File: src/rtl/cix32_mem_arbiter.sv
// Two-requester memory-port arbiter: one transaction at a time, data has priority,
// and fetch is forced after STARVE_LIMIT data grants issued while fetch was waiting.
module cix32_mem_arbiter #(
    parameter int unsigned STARVE_LIMIT = 4
) (
    input  logic        clk,
    input  logic        rst_n,
    input  logic [31:0] if_addr,
    input  logic        if_req,
    output logic [31:0] if_rdata,
    output logic        if_ready,
    input  logic [31:0] d_addr,
    input  logic [31:0] d_wdata,
    input  logic [3:0]  d_wstrb,
    input  logic        d_we,
    input  logic        d_req,
    output logic [31:0] d_rdata,
    output logic        d_ready,
    output logic [31:0] mem_addr,
    output logic [31:0] mem_wdata,
    output logic [3:0]  mem_wstrb,
    output logic        mem_we,
    output logic        mem_req,
    input  logic [31:0] mem_rdata,
    input  logic        mem_ready,
    output logic        owner
);

    typedef enum logic [1:0] {
        StIdle,
        StGntI,
        StGntD
    } state_e;

    localparam logic [3:0] StarveMax = 4'(STARVE_LIMIT);

    state_e      state_q, state_d;
    logic [3:0]  starve_q, starve_d;
    logic [31:0] mem_addr_q, mem_addr_d;
    logic [31:0] mem_wdata_q, mem_wdata_d;
    logic [3:0]  mem_wstrb_q, mem_wstrb_d;
    logic        mem_we_q, mem_we_d;

    logic        is_idle;
    logic        fetch_forced;
    logic        grant_d;
    logic        grant_i;

    assign is_idle      = (state_q == StIdle);
    assign fetch_forced = if_req && (starve_q == StarveMax);
    assign grant_d      = is_idle && d_req && !fetch_forced;
    assign grant_i      = is_idle && if_req && !grant_d;

    always_comb begin
        state_d     = state_q;
        starve_d    = starve_q;
        mem_addr_d  = mem_addr_q;
        mem_wdata_d = mem_wdata_q;
        mem_wstrb_d = mem_wstrb_q;
        mem_we_d    = mem_we_q;

        unique case (state_q)
            StIdle: begin
                if (!if_req) begin
                    starve_d = '0;
                end
                if (grant_d) begin
                    state_d     = StGntD;
                    mem_addr_d  = d_addr;
                    mem_wdata_d = d_wdata;
                    mem_wstrb_d = d_wstrb;
                    mem_we_d    = d_we;
                    // Only data grants that bypass a waiting fetch count toward starvation.
                    if (if_req && (starve_q < StarveMax)) begin
                        starve_d = starve_q + 4'd1;
                    end
                end else if (grant_i) begin
                    state_d     = StGntI;
                    starve_d    = '0;
                    mem_addr_d  = if_addr;
                    mem_wdata_d = '0;
                    mem_wstrb_d = '0;
                    mem_we_d    = 1'b0;
                end
            end
            StGntI, StGntD: begin
                if (mem_ready) begin
                    state_d = StIdle;
                end
            end
            default: begin
                state_d = StIdle;
            end
        endcase
    end

    always_ff @(posedge clk) begin
        if (!rst_n) begin
            state_q     <= StIdle;
            starve_q    <= '0;
            mem_addr_q  <= '0;
            mem_wdata_q <= '0;
            mem_wstrb_q <= '0;
            mem_we_q    <= 1'b0;
        end else begin
            state_q     <= state_d;
            starve_q    <= starve_d;
            mem_addr_q  <= mem_addr_d;
            mem_wdata_q <= mem_wdata_d;
            mem_wstrb_q <= mem_wstrb_d;
            mem_we_q    <= mem_we_d;
        end
    end

    assign mem_req   = !is_idle;
    assign owner     = (state_q == StGntD);
    assign mem_addr  = mem_addr_q;
    assign mem_wdata = mem_wdata_q;
    assign mem_wstrb = mem_wstrb_q;
    assign mem_we    = mem_we_q;

    assign if_ready  = (state_q == StGntI) && mem_ready;
    assign d_ready   = (state_q == StGntD) && mem_ready;
    assign if_rdata  = if_ready ? mem_rdata : 32'd0;
    assign d_rdata   = d_ready ? mem_rdata : 32'd0;

endmodule

File: config.mk
export PLATFORM = sky130hd
export DESIGN_NAME = cix32_mem_arbiter
export DESIGN_NICKNAME = d
export VERILOG_FILES = /design/src/rtl/cix32_mem_arbiter.sv
export SDC_FILE = /design/constraint.sdc
export NUM_CORES = 1
export LEC_CHECK = 0
export BUFFER_PORTS_ARGS = -buffer_cell sky130_fd_sc_hd__buf_2
export CAP_MARGIN = 15
export CORE_MARGIN = 3
export CORE_UTILIZATION = 38
export CTS_CLUSTER_DIAMETER = 50
export DETAILED_ROUTE_END_ITERATION = 6
export GPL_TIMING_DRIVEN = 0
export PLACE_DENSITY = 0.83
export REMOVE_ABC_BUFFERS = 1
export SLEW_MARGIN = 20
export SYNTH_ARGS = -nofsm -noshare
export SYNTH_HDL_FRONTEND = slang
export SYNTH_SLANG_ARGS = --single-unit
File: constraint.sdc
create_clock -name clk -period 2 [get_ports clk]
set_clock_uncertainty 0.1 [all_clocks]
set_input_delay 0.5 -clock clk [delete_from_list [all_inputs] [get_ports clk]]
set_output_delay 0.5 -clock clk [all_outputs]
set_load 0.01 [all_outputs]
==> results.json, run 1 <==
{
  "run_status": "complete, but fails checks",
  "violations": "negative setup slack",
  "clock_path_buffers": 2,
  "syn_area_per_cell_um2": 9.00,
  "whs_ns": 0.292,
  "nets": 835,
  "p_comb_share_pct": 29.8,
  "max_freq_ghz": 0.491,
  "grt_pass1_wl_mm": 20.2,
  "die_area_mm2": 0.0117,
  "numCtsBuffers": 9,
  "grt_max_degree": 73,
  "clock_latency_ns": 0.33,
  "finalCritPeriodShare_pct": 102,
  "antenna_found_initial": 0,
  "synthesis.area_mm2": 0.00395,
  "cap_violations": 0,
  "area_delta_synth_final_pct": 46.9,
  "drv_slew": 0,
  "yosys_warnings": 0,
  "power_density_mw_per_mm2": 743,
  "grt-ovfl-total": 0,
  "crit_required_ns": 1.40,
  "cts_tree": "built",
  "die_h_um": 108,
  "hp-start": "d_wstrb[3]",
  "p_leak_nw": 3.34,
  "start_util_pct": 39.7,
  "r2r-start": "state_q[0]",
  "route.detailed.drc": 0,
  "synthArstFlopShare_pct": 0,
  "portBuffers": 274,
  "hold_buffers": 0,
  "rsz0062_at_grt": "true",
  "slew_headroom_pct": 66.3,
  "post-place-ws_ns": -1.02,
  "crit_path_start": "state_q[1]",
  "worst_slack_ns": -0.0348,
  "io_pins": 275,
  "drive_gt1_share_pct": 48.1,
  "fin_crit_ns": 2.03,
  "crit_path_start_kind": "flop",
  "worst_slew_pin_slew_ns": 0.506,
  "wirelength_mm": 13.5,
  "crit_type": "reg2out",
  "p_clk_share_pct": 30.3,
  "num_rows": 36,
  "hold_violations": 0,
  "p_int_mw": 2.94,
  "synth_edf_count": 0,
  "dp_hpwl_mm": 9.32,
  "grt.total_usage_pct": 21.3,
  "vdd_drop_max_v": 0.000536,
  "gp_congestion": 0.774,
  "dominantRegCellSynth": "dfxtp_1",
  "htreeDepth": 3,
  "avgViaCountPerCell": 5.27,
  "drt_pass1_iterations": 6,
  "path_clk_slew_ns": 0.09,
  "num_vias": 4373,
  "report.power.total_mw": 4.31,
  "diodes": 0,
  "die_w_um": 108,
  "antenna_left": 0,
  "synth-seq-area-share_pct": 38.0,
  "setup_violations": 53,
  "grt_pass1_vias": 4156,
  "ys_seq_elements": 75,
  "fill_cells": 893,
  "p_sw_mw": 1.37,
  "min_path_type": "in2reg",
  "drt-initial-drc-count": 290,
  "swShare_pct": 31.9,
  "worstPathArrival_ns": 1.43,
  "synth.distinct_cells": 31,
  "path_max_fanout": 17,
  "cts_root_buf": "clkbuf_8",
  "cp-end-kind": "primary output",
  "netlist_instances": 439,
  "core_area_mm2": 0.00995,
  "fin_util_pct": 58.3,
  "wl_per_cell_um": 16.2,
  "clock_sinks": 75,
  "power_frac_seq_pct": 39.9
}
==> stage by stage <==
| step | cell area (µm²) | setup TNS, ns | std cells |
|---|---|---|---|
| after floorplan | 3710 | -136.66 | 389 |
| after global placement | 5250 | -224.28 | 796 |
| after detailed placement | 5340 | -61.06 | 799 |
| after CTS | 5690 | -1.27 | 821 |
| after global routing | 5800 | -4.46 | 830 |
| final | 5800 | -0.733 | 830 |
==> cell usage in the layout (no fill, tap or decap), drive strengths merged, types with 2 or more instances in the layout <==
cell	Yosys	final
o22ai	2	2
clkbuf	38	10
a21oi	35	35
o21a	2	2
nand2	43	43
dfxtp	75	75
and4b	1	2
bufinv	0	2
buf	12	289
or2	1	3
and2	2	2
mux2i	69	69
nor3b	2	2
nand3	37	37
o21ai	3	3
inv	7	9
and3	65	65
ha	5	5
o31ai	32	32
==> worst max-delay path, cell delays in order, from the launching register on <==
cell	delay, ns
dfxtp_2	0.35
buf_6	0.12
ha_4	0.16
buf_8	0.15
and3_1	0.18
buf_2	0.13
==> cell usage after synthesis (5+ instances only) <==
library cell,instances,area [µm²]
dfxtp_1,75,1500
mux2i_1,69,691
and3_1,65,407
nand2_1,43,161
clkbuf_1,38,143
nand3_1,37,185
o31ai_1,32,240
a21oi_1,25,125
a21oi_4,10,163
inv_1,7,26.3
ha_1,5,62.6
==> power groups by stage <==
| stage | combinational [mW] | clock [mW] | sequential [mW] |
|---|---|---|---|
| floorplan | 0.605 | 0 | 1.82 |
| global placement | 1.14 | 0 | 1.74 |
| detailed placement | 1.17 | 0 | 1.75 |
| CTS | 1.23 | 1.35 | 1.72 |
| global route | 1.39 | 1.41 | 1.74 |
| finish | 1.29 | 1.31 | 1.72 |
==> sequential cells by signal (all words and copies together) (netlist names) <==
signal / flops
state_q: 2
mem_wdata: 32
mem_we: 1
mem_wstrb: 4
mem_addr: 32
starve_q: 4
==> final timing paths <==
path | slack [ns] | depth (start not counted) | endpoint
setup / recovery | -0.03 | 5 | d_rdata[6]
hold / removal | 0.29 | 3 | mem_wstrb[3]
hold reg to reg | 0.37 | 2 | mem_wdata[31]
setup reg to reg | 0.17 | 6 | mem_addr[24]
==> cell families after synthesis <==
family / Yosys count / synth area share, %
AOI/OAI and AO/OA: 78 / 15.3
DFF: 75 / 38.0
adders and majority gates: 5 / 1.58
muxes: 69 / 17.5
and+or+nand+nor: 155 / 20.8
buffers and inverters: 57 / 6.78
==> per-layer routing <==
metal / share of wire [%] / track usage [%]
met1: 41 / 27.3
met2: 50 / 36.1
met3: 8.0 / 4.66
met4: 1.6 / 6.04
met5: 0 / 0
==> repair_timing <==
item	CTS	global route
setup buffers	3	9
endpoints found under the setup margin	141	116
gates cloned	3	0
pin swaps	6	1
resized for setup	23	8
==> final cells by class <==
| type | instances | area [µm²] | area share (%) |
|---|---|---|---|
| clock inverter | 6 | 96.3 | 1.66 |
| multi-input combinational | 310 | 2300 | 39.6 |
| timing repair buffer | 289 | 1580 | 27.2 |
| clock buffer | 10 | 128 | 2.20 |
| tap | 133 | 166 | 2.87 |
| sequential | 75 | 1510 | 26.0 |
| inverter | 7 | 28.8 | 0.496 |
Power figures use the tool's default switching activity.
==> inputs of run 2 (changes only) <==
--- a/constraint.sdc
+++ b/constraint.sdc
@@ -4,2 +4,2 @@
 set_output_delay 0.5 -clock clk [all_outputs]
-set_load 0.01 [all_outputs]
+set_load 0.05 [all_outputs]
==> run 2 against run 1 <==
The flow still finishes with violations (negative setup slack). Combinational power up 58%. Sequential share of layout area decreased by 2.6 points. Total power increased by 17%. Non-clock buffer count unchanged. Highest routed layer unchanged.
==> results.json, run 2 (synthesized netlist as in run 1, its figures left out) <==
{
  "antenna_found_initial": 0,
  "clock_latency_ns": 0.33,
  "die_area_mm2": 0.0117,
  "grt_pass1_wl_mm": 22.7,
  "numCtsBuffers": 9,
  "violations": "negative setup slack",
  "worstPathArrival_ns": 1.55,
  "wirelength_mm": 15.4,
  "worstPathCellList": "buf_12 -> ha_4 -> clkbuf_16 -> and3_1 -> buf_6",
  "min_path_type": "in2reg",
  "drive_gt1_share_pct": 50.6,
  "num_vias": 4478,
  "cts_tree": "built",
  "nets": 835,
  "diodes": 0,
  "wl_per_cell_um": 18.5,
  "dpl.cell_count": 799,
  "setup_violations": 95,
  "antenna_left": 0,
  "multi_input_area_mm2": 0.00238,
  "placed_cell_area_mm2": 0.00534,
  "vdd_drop_max_v": 0.000551,
  "fin_crit_ns": 2.15,
  "die_h_um": 108,
  "portBuffers": 274,
  "path_clk_slew_ns": 0.09,
  "drt_pass1_iterations": 5,
  "grt_pass1_vias": 4504,
  "clock_path_buffers": 2,
  "regArea_mm2": 0.00151,
  "crit_path_start_kind": "flop",
  "cap_violations": 0,
  "rsz0062_at_grt": "true",
  "core_area_mm2": 0.00995,
  "drt-initial-drc-count": 360,
  "clock_sinks": 75,
  "p_leak_nw": 3.39,
  "area_delta_synth_final_pct": 63.6,
  "start_util_pct": 39.7,
  "critical-path-slowest-cell": "dfxtp_4",
  "num_rows": 36,
  "finalCritPeriodShare_pct": 107,
  "crit_required_ns": 1.40,
  "fin_area_mm2": 0.00646,
  "grt-ovfl-total": 0,
  "post-place-ws_ns": -1.02,
  "worst_slack_ns": -0.146,
  "htreeDepth": 3,
  "fill_cells": 777,
  "hold_buffers": 0,
  "crit_type": "reg2out",
  "grt.total_usage_pct": 24.2,
  "cp-end-kind": "primary output",
  "die_w_um": 108,
  "worst_slew_pin_slew_ns": 0.523,
  "gp_congestion": 0.774,
  "max_freq_ghz": 0.466,
  "final_cell_mix": "205 x buf_2, 71 x dfxtp_1, 69 x mux2i_1, 49 x buf_6, 45 x and3_1",
  "route.detailed.drc": 0,
  "hold_violations": 0,
  "dp_hpwl_mm": 9.32,
  "io_pins": 275,
  "slew_headroom_pct": 65.2,
  "grt_max_degree": 73,
  "drv_slew": 0,
  "path_max_fanout": 8,
  "run_status": "complete, but fails checks",
  "slowest_delay_ns": 0.37,
  "cts_root_buf": "clkbuf_8",
  "layout_commonest_cell": "buf_2",
  "avgViaCountPerCell": 5.40,
  "power_density_mw_per_mm2": 784,
  "stdcell_count": 830
}
## run 2: final timing paths
check                startpoint             to  slack [ns]  cells past startpoint
setup / recovery     state_q[0]   if_rdata[12]       -0.15                      5
hold / removal       d_wstrb[3]   mem_wstrb[3]        0.29                      3
setup reg to reg     state_q[1]  mem_wdata[30]       -0.07                      6
hold reg to reg   mem_wdata[31]  mem_wdata[31]        0.37                      2
## run 2: timing repair
item,CTS,global route
pin swaps,4,3
setup endpoints to repair,141,110
cloned,3,2
setup buffers,7,3
gates resized for setup,172,37
## run 2: layer usage
layer | part of all wire (%) | GRT usage [%] | vias to the layer above
met1 | 40 | 28.8 | 2146
li1 | - | - | 2094
met3 | 6.6 | 6.09 | 35
met2 | 51 | 42.1 | 203
met4 | 2.4 | 9.20 | 0
met5 | 0 | 0 | -
## run 2: cell type report
cell class              count  share of cell area [%]
inverters                   7                   0.445
clock buffers              10                    1.97
repair buffers            289                    33.3
well taps                 133                    2.58
flip-flops and latches     75                    23.4
clock inverters             6                    1.49
multi-input cells         310                    36.8
## run 2: metrics by stage
| stage | hold WS (ns) | setup TNS (ns) | power [mW] | util, % |
|---|---|---|---|---|
| 4_1_cts | 0.273 | -3.50 | 5.00 | 62.7 |
| 6_report | 0.295 | -6.55 | 5.07 | 64.9 |
| 5_1_grt | 0.269 | -12.42 | 5.28 | 64.9 |
| 3_5_place_dp | 0.364 | -69.89 | 3.51 | 53.6 |
| 3_3_place_gp | 0.352 | -231.40 | 3.47 | 52.7 |
| 2_1_floorplan | 0.364 | -148.62 | 3.00 | - |
## run 2: power by group
group	internal (mW)	switching, mW
Combinational	0.692	1.34
Sequential	1.64	0.0831
Clock	0.719	0.584
## run 2: worst max-delay path: cells and delay by family, from the launching register on
| family | cells | cell delay, ns |
|---|---|---|
| and+or+nand+nor | 1 | 0.19 |
| adders and majority gates | 1 | 0.21 |
| DFF | 1 | 0.37 |
| buffers and inverters | 3 | 0.45 |
